File: config.mk
export PLATFORM = sky130hd
export DESIGN_NAME = seg_reg_port_arbiter
export DESIGN_NICKNAME = d
export VERILOG_FILES = /design/src/rtl/seg_pkg.sv /design/src/rtl/rr_arbiter.sv /design/src/rtl/seg_reg_port_arbiter.sv
export SDC_FILE = /design/constraint.sdc
export NUM_CORES = 1
export LEC_CHECK = 0
export ABC_AREA = 1
export CAP_MARGIN = 0
export CORE_ASPECT_RATIO = 1.25
export CORE_UTILIZATION = 31
export CTS_CLUSTER_SIZE = 14
export DETAILED_ROUTE_END_ITERATION = 7
export PLACE_DENSITY = 0.79
export SLEW_MARGIN = 20
export SYNTH_ARGS = -nofsm -noshare
export SYNTH_HDL_FRONTEND = slang
export SYNTH_SLANG_ARGS = --single-unit
File: constraint.sdc
create_clock -name clk -period 3 [get_ports clk]
set_input_delay 0.75 -clock clk [delete_from_list [all_inputs] [get_ports clk]]
set_output_delay 0.75 -clock clk [all_outputs]
set_load 0.02 [all_outputs]
File: src/rtl/seg_pkg.sv
// Shared segment-register types and widths for the segment register port logic.
package seg_pkg;
  typedef enum logic [1:0] {SEG_ES = 2'd0, SEG_CS = 2'd1, SEG_SS = 2'd2, SEG_DS = 2'd3} seg_t;
  localparam int SEG_W      = 2;
  localparam int SEG_DATA_W = 16;
endpackage

File: src/rtl/rr_arbiter.sv
// Combinational round-robin arbiter: first masked requester at or after ptr wins.
module rr_arbiter #(
  parameter int N  = 3,
  parameter int PW = (N > 1) ? $clog2(N) : 1
) (
  input  logic [N-1:0]  req,
  input  logic [N-1:0]  mask_to,
  input  logic [PW-1:0] ptr,
  output logic [N-1:0]  gnt,
  output logic [PW-1:0] next_ptr
);
  logic          found;
  logic [PW-1:0] idx;

  always_comb begin
    gnt      = '0;
    next_ptr = ptr;
    found    = 1'b0;
    idx      = '0;
    for (int k = 0; k < N; k++) begin
      idx = PW'((int'(ptr) + k) % N);
      if (!found && req[idx] && mask_to[idx]) begin
        gnt[idx] = 1'b1;
        next_ptr = PW'((int'(idx) + 1) % N);
        found    = 1'b1;
      end
    end
  end
endmodule

File: src/rtl/seg_reg_port_arbiter.sv
// Shares the segment register file read port (round-robin + lock) and write port
// (fixed priority) among EU, BIU and debug; flags CS writes for prefetch flush.
module seg_reg_port_arbiter
  import seg_pkg::*;
#(
  parameter int NUM_RD = 3,
  parameter int NUM_WR = 2
) (
  input  logic                         clk,
  input  logic                         reset,
  input  logic [NUM_RD-1:0]            rd_req,
  input  logic [NUM_RD-1:0]            rd_lock,
  input  logic [SEG_W*NUM_RD-1:0]      rd_seg,
  output logic [NUM_RD-1:0]            rd_gnt,
  output logic [NUM_RD-1:0]            rd_valid,
  output logic [SEG_DATA_W-1:0]        rd_data,
  input  logic [NUM_WR-1:0]            wr_req,
  input  logic [SEG_W*NUM_WR-1:0]      wr_seg,
  input  logic [SEG_DATA_W*NUM_WR-1:0] wr_data,
  output logic [NUM_WR-1:0]            wr_gnt,
  output logic [SEG_W-1:0]             rf_rd_sel,
  input  logic [SEG_DATA_W-1:0]        rf_rd_val,
  output logic                         rf_wr_en,
  output logic [SEG_W-1:0]             rf_wr_sel,
  output logic [SEG_DATA_W-1:0]        rf_wr_val,
  output logic                         cs_changed
);
  localparam int PW = (NUM_RD > 1) ? $clog2(NUM_RD) : 1;

  logic [PW-1:0]     rr_ptr, next_ptr, gnt_idx, lock_owner;
  logic              lock_vld;
  logic [NUM_RD-1:0] rd_mask, arb_gnt;

  // A held lock only narrows the field while its owner is still asking.
  always_comb begin
    rd_mask = '1;
    if (lock_vld && rd_req[lock_owner]) begin
      rd_mask             = '0;
      rd_mask[lock_owner] = 1'b1;
    end
  end

  rr_arbiter #(.N(NUM_RD), .PW(PW)) u_rd_arb (
    .req      (rd_req),
    .mask_to  (rd_mask),
    .ptr      (rr_ptr),
    .gnt      (arb_gnt),
    .next_ptr (next_ptr)
  );

  always_comb begin
    rd_gnt    = reset ? '0 : arb_gnt;
    rf_rd_sel = '0;
    gnt_idx   = '0;
    for (int i = 0; i < NUM_RD; i++) begin
      if (rd_gnt[i]) begin
        rf_rd_sel = rd_seg[SEG_W*i +: SEG_W];
        gnt_idx   = PW'(i);
      end
    end
  end

  assign rd_data = rf_rd_val;

  // Descending scan so the lowest requesting index is the one left standing.
  always_comb begin
    wr_gnt    = '0;
    rf_wr_en  = 1'b0;
    rf_wr_sel = '0;
    rf_wr_val = '0;
    for (int i = NUM_WR - 1; i >= 0; i--) begin
      if (wr_req[i] && !reset) begin
        wr_gnt    = '0;
        wr_gnt[i] = 1'b1;
        rf_wr_en  = 1'b1;
        rf_wr_sel = wr_seg[SEG_W*i +: SEG_W];
        rf_wr_val = wr_data[SEG_DATA_W*i +: SEG_DATA_W];
      end
    end
  end

  always_ff @(posedge clk or posedge reset) begin
    if (reset) begin
      rr_ptr     <= '0;
      lock_vld   <= 1'b0;
      lock_owner <= '0;
      rd_valid   <= '0;
      cs_changed <= 1'b0;
    end else begin
      rd_valid   <= rd_gnt;
      cs_changed <= rf_wr_en && (rf_wr_sel == SEG_CS);
      // With no grant nobody (owner included) requested, so the lock drops.
      lock_vld   <= (|rd_gnt) && rd_lock[gnt_idx];
      if (|rd_gnt) begin
        rr_ptr     <= next_ptr;
        lock_owner <= gnt_idx;
      end
    end
  end
endmodule

# After elaboration in Yosys (flattened, before gate mapping)
# Cells that the tools add are included.
[totals]
n_memories = 0
mem_bits_ro = 0
latchBits = 0
mem_bits_rw = 0
output_inout_bits = 46
in_bits = 68
word_cells = 95
regBits = 9
[op_classes]
n_eq_ne = 1
n_lt_le_gt_ge = 9
n_mul = 0
n_reduce_logical = 20
bitwise_logic = 2
n_mux = 47
n_shift = 0
div_mod_pow = 6
add_sub_neg = 5
[ops]
columns = ["cell", "count"]
rows = [
  ["$mod 32x3->32 const B", 5],
  ["$mod 3x3->32 const B", 1],
  ["$mux 16", 2],
  ["$mux 2", 11],
  ["$mux 1", 17],
  ["$bmux 1 s2", 8],
  ["$lt 2x3->1 const B", 5],
  ["$mux 3", 5],
  ["$logic_and 1x1->1", 14],
  ["$add 2x1->3 const B", 4],
  ["$demux 1 s2", 4],
  ["$ge 2x1->1 const B", 4],
  ["$or 3x3->3", 2],
  ["$add 2x2->3 const B", 1],
  ["$logic_not 1->1", 3],
  ["$reduce_bool 3->1", 1],
  ["$reduce_or 3->1", 1],
  ["$eq 2x1->1 const B", 1],
  ["$reduce_and 2->1", 1],
]

# Longest topological paths before layout
[logic_depth]
depth_word = 23
ltp_mapped = 17
mapped_depth_nobuf = 17

# Cells and area by module
# Synthesis repeated with hierarchy kept, for this count alone.
[hier_totals]
cells_unflattened = 187
area_unflattened_um2 = 1176.1
[by_module_without_submodules]
columns = ["mod", "cells_per_inst", "area_per_inst_um2", "n_inst"]
rows = [
  ["seg_reg_port_arbiter", 134, 863.3, 1],
  ["rr_arbiter", 53, 312.8, 1],
]

# Worst setup path after synthesis
# OpenSTA, ideal clock, no wires.
[synth_timing]
path_kind = "input-to-output"
startpoint = "input reset"
endpoint = "output rf_wr_val[10]"
n_path_buf = 1
required_ns = 2.250
arrival_time_ns = 2.350
cell_stages = 5
path_slack_ns = -0.100
path_cell_list = "inv_1 nand2_1 nor2_1 clkbuf_1 a22o_1"
[synth_between]
elab_chain_len = 4
word_cells_on_any_way = 5
cone_classes = "2 x mux; 3 x reduce/logical"
[synth_rtl]
columns = ["element", "line", "source"]
rows = [
  ["from (decl)", "seg_reg_port_arbiter.sv:10", "input logic reset,"],
  ["$logic_not 1->1 (no line) (*)", "-", ""],
  ["$logic_and 1x1->1", "seg_reg_port_arbiter.sv:72", "if (wr_req[i] && !reset) begin"],
  ["$mux 16", "seg_reg_port_arbiter.sv:72", ""],
  ["$mux 16 (*)", "seg_reg_port_arbiter.sv:72", ""],
  ["to (decl)", "seg_reg_port_arbiter.sv:25", "output logic [SEG_DATA_W-1:0] rf_wr_val,"],
]
# Every way passes the cells marked *; elsewhere a longest branch is shown, timed or not.

# Final worst setup path
[layout_timing]
startpoint = "input rd_req[1]"
endpoint = "output rf_rd_sel[1]"
[layout_between]
elab_chain_len = 20
word_cells_on_any_way = 34
cone_classes = "24 x mux; 2 x bitwise; 8 x reduce/logical"
[layout_rtl]
columns = ["element", "line", "source"]
rows = [
  ["from (decl)", "seg_reg_port_arbiter.sv:11", "input logic [NUM_RD-1:0] rd_req,"],
  ["$bmux 1 s2", "seg_reg_port_arbiter.sv:37", "if (lock_vld && rd_req[lock_owner]) begin"],
  ["$mux 1 (implied by the code)", "seg_reg_port_arbiter.sv:37", ""],
  ["$logic_and 1x1->1", "seg_reg_port_arbiter.sv:37", ""],
  ["$mux 3", "seg_reg_port_arbiter.sv:37", ""],
  ["$bmux 1 s2", "rr_arbiter.sv:22", "if (!found && req[idx] && mask_to[idx]) begin"],
  ["$mux 1 (implied by the code)", "rr_arbiter.sv:22", ""],
  ["$logic_and 1x1->1", "rr_arbiter.sv:22", ""],
  ["$mux 1", "rr_arbiter.sv:22", ""],
  ["$logic_not 1->1", "rr_arbiter.sv:22", ""],
  ["$logic_and 1x1->1 (2 in series)", "rr_arbiter.sv:22", ""],
  ["$mux 1", "rr_arbiter.sv:22", ""],
  ["$logic_not 1->1", "rr_arbiter.sv:22", ""],
  ["$logic_and 1x1->1 (2 in series)", "rr_arbiter.sv:22", ""],
  ["$mux 3 (*)", "rr_arbiter.sv:22", ""],
  ["$mux 3 (*)", "seg_reg_port_arbiter.sv:52", "rd_gnt = reset ? '0 : arb_gnt;"],
  ["$mux 2 (2 in series)", "seg_reg_port_arbiter.sv:56", "if (rd_gnt[i]) begin"],
  ["$mux 2 (*)", "seg_reg_port_arbiter.sv:56", ""],
  ["to (decl)", "seg_reg_port_arbiter.sv:21", "output logic [SEG_W-1:0] rf_rd_sel,"],
]
# Every way passes the cells marked *; elsewhere a longest branch is shown, timed or not. The select of a mux whose other input is x is not followed.

==> results.json <==
{
  "status": "complete, but fails checks",
  "violations": "setup timing",
  "fin_skew_ns": 0.004016,
  "cellLeakagePower_nw": 1.229,
  "drt-total-wl_um": 4793,
  "synth_area_um2": 1237,
  "grt_pass1_vias": 1579,
  "endpoint_kind": "output pin",
  "relSlewSlack": 0.7942,
  "tritoncts": "built",
  "die_w_um": 58.51,
  "clk-insertion-delay-late_ns": 0.24,
  "fmax_mhz": 327.1,
  "drive_gt1_frac": 0.3852,
  "place_inst": 321,
  "fin_crit_sh": 1.019,
  "setup_viol": 2,
  "hold_slack_ns": 0.7082,
  "final_area_um2": 2476,
  "path_clk_slew_ns": 0.05,
  "arrival_ns": 2.31,
  "min_path_cells": 3,
  "num_vias": 1617,
  "synthCells": 172,
  "layout_commonest_cell": "clkdlybuf4s50_1",
  "area.growth.synth_to_final_pct": 100.1,
  "rsz0062_at_grt": "true",
  "min-delay-start": "rr_ptr[0]",
  "dr.pass1.iters": 4,
  "grt.total_usage": 0.2255,
  "wl_per_cell_um": 14.22,
  "cts_sinks": 9,
  "synth_compound_area_frac": 0.2012,
  "placed_area_um2": 2228,
  "criticalPathCategory": "in2out",
  "fin_nets": 357,
  "hold_viol": 0,
  "drc": 0,
  "rr_worst_depth": 15,
  "io_pins": 114,
  "placementRows": 25,
  "tns_ns": -0.06002,
  "r2r_start": "rr_ptr[0]",
  "synth-seq-area-share": 0.1820,
  "overflow": 0,
  "viasPerCell": 4.798,
  "fp.dieH_um": 72.64,
  "ant_nets": 0,
  "synth_mux_area_frac": 0,
  "yosysUniqueCellTypes": 28,
  "drv_slew": 0,
  "worstSetupStartpointType": "input pin",
  "final-seq-area_um2": 227.7,
  "syn_avg_cell_area_um2": 7.194,
  "synth-seq-cells": 9,
  "dp_slack_ns": -0.9358,
  "ys_warn_count": 0,
  "synth-xor-area-share": 0,
  "synthesis.nets": 245,
  "clockBufferDepth": 2,
  "antenna_found_initial": 0,
  "grt_max_degree": 17,
  "critical_path.startpoint": "rd_req[1]",
  "numCtsBuffers": 3,
  "final_cell_mix": "52 x clkdlybuf4s50_1, 50 x buf_4, 22 x nand2_1, 17 x a22o_1, 14 x dlygate4sd2_1",
  "multi_input_area_um2": 907.1,
  "hpwl_um": 3659,
  "critical_path.max_fanout": 8,
  "maxCapViolCount": 0,
  "final_cells": 337,
  "ctsHtreeMaxLevel": 1,
  "n_fill_cell": 320,
  "core_area_um2": 3816,
  "synth_adder_area_share": 0.05056,
  "gp_congestion": 0.9557,
  "port_buffers": 81,
  "period_needed_ns": 3.058,
  "drt_iter0_drc": 47,
  "cts_root_buffer": "clkbuf_8",
  "hold_path.class": "reg2reg",
  "synth_top_family_by_area": "simple AND/OR/NAND/NOR gates",
  "die-area_um2": 4250,
  "power_density_nw_per_um2": 962.5,
  "start_util": 0.3243,
  "required_ns": 2.25,
  "tightest_slew_ns": 0.3087,
  "antenna_cells": 0,
  "irDropWorstVdd_uv": 709.3,
  "fin_ws_ns": -0.05754,
  "grt_pass1_wl_um": 7272,
  "synthSimpleGateAreaFrac": 0.3802
}
## logic make-up after synthesis
family	count (synthesis)
AO/OA/AOI/OAI	35
adder cells (fa/ha/maj)	5
buffers and inverters	42
flip-flops	9
AND/OR/NAND/NOR	81
## worst max-delay path: stages
cell,delay (ns)
buf_8,0.10
buf_4,0.13
nand2_1,0.05
o21ai_0,0.08
o21ai_1,0.15
inv_2,0.08
nand3_4,0.14
nand4_1,0.22
a21oi_4,0.22
nand2_1,0.06
nand2_1,0.06
nor2_1,0.04
nor2_1,0.08
buf_4,0.14
## area by class of cell
cell class / count / share of cell area
Timing Repair Buffer: 127 / 0.4578
Sequential cell: 9 / 0.09197
Tap cell: 54 / 0.02729
Clock buffer: 4 / 0.01819
Multi-Input combinational cell: 121 / 0.3663
Inverter: 22 / 0.03840
## where the power goes
group          switching, mW  internal (mW)  total (mW)
registers             0.0465          0.171       0.218
logic                   1.08          0.939        2.02
clock network         0.0561         0.0933       0.149
## what timing repair did
action | 4_1_cts | 5_1_grt
pin swaps | 18 | 22
hold buffers | 0 | 0
setup endpoints to repair | 21 | 8
buffers inserted | 2 | 10
gates resized for setup | 77 | 18
## metal layers
| metal | track usage | wire length (um) | up-vias |
|---|---|---|---|
| met2 | 0.3985 | 2398 | 82 |
| met3 | 0.05319 | 416 | 14 |
| met1 | 0.2585 | 1874 | 722 |
| li1 | - | - | 799 |
| met4 | 0.08995 | 104 | 0 |
| met5 | 0 | 0 | - |
## path summary, 6_finish.rpt
check                           endpoint  slack, ns
max reg2reg                    rr_ptr[0]       0.48
max                         rf_rd_sel[1]      -0.06
min reg2reg                    rr_ptr[0]       0.71
min in group asynchronous      rr_ptr[0]       0.74
min                            rr_ptr[0]       0.71
max in group asynchronous  lock_owner[0]       2.06
## through the flow
stage / power (mW) / util
4_1_cts: 2.182 / 0.6220
3_5_place_dp: 1.908 / 0.5839
3_3_place_gp: 1.868 / 0.5839
5_1_grt: 2.555 / 0.6489
2_1_floorplan: 1.257 / -
6_report: 2.383 / 0.6489
## cells in the mapped netlist
cell type / number / area (um2)
ha_1: 5 / 62.56
nor2_4: 1 / 11.26
buf_2: 1 / 5.000
inv_1: 17 / 63.81
nor2_1: 12 / 45.04
dfrtp_1: 9 / 225.2
o22ai_1: 1 / 6.260
nand4_1: 12 / 75.07
nand3_2: 3 / 30.03
clkbuf_1: 2 / 7.510
nand2_1: 25 / 93.84
nand3_4: 2 / 35.03
buf_4: 17 / 127.6
a21oi_1: 3 / 15.01
a22o_1: 17 / 148.9
inv_4: 1 / 6.260
nor3_2: 1 / 10.01
inv_6: 1 / 8.760
nand2_4: 5 / 56.30
a21oi_2: 1 / 8.760
nor2_2: 3 / 18.77
inv_2: 3 / 11.26
o21ai_0: 7 / 35.03
o21ai_1: 4 / 20.02
nand2_2: 8 / 50.05
a22oi_1: 1 / 7.510
nand3_1: 9 / 45.04
o211ai_1: 1 / 7.510
## state kept, by name (all words and copies together) (netlist names)
signal	cells
lock_owner	2
lock_vld	1
cs_changed	1
rr_ptr	2
rd_valid	3
No activity file was read; power rests on OpenSTA's default activity.
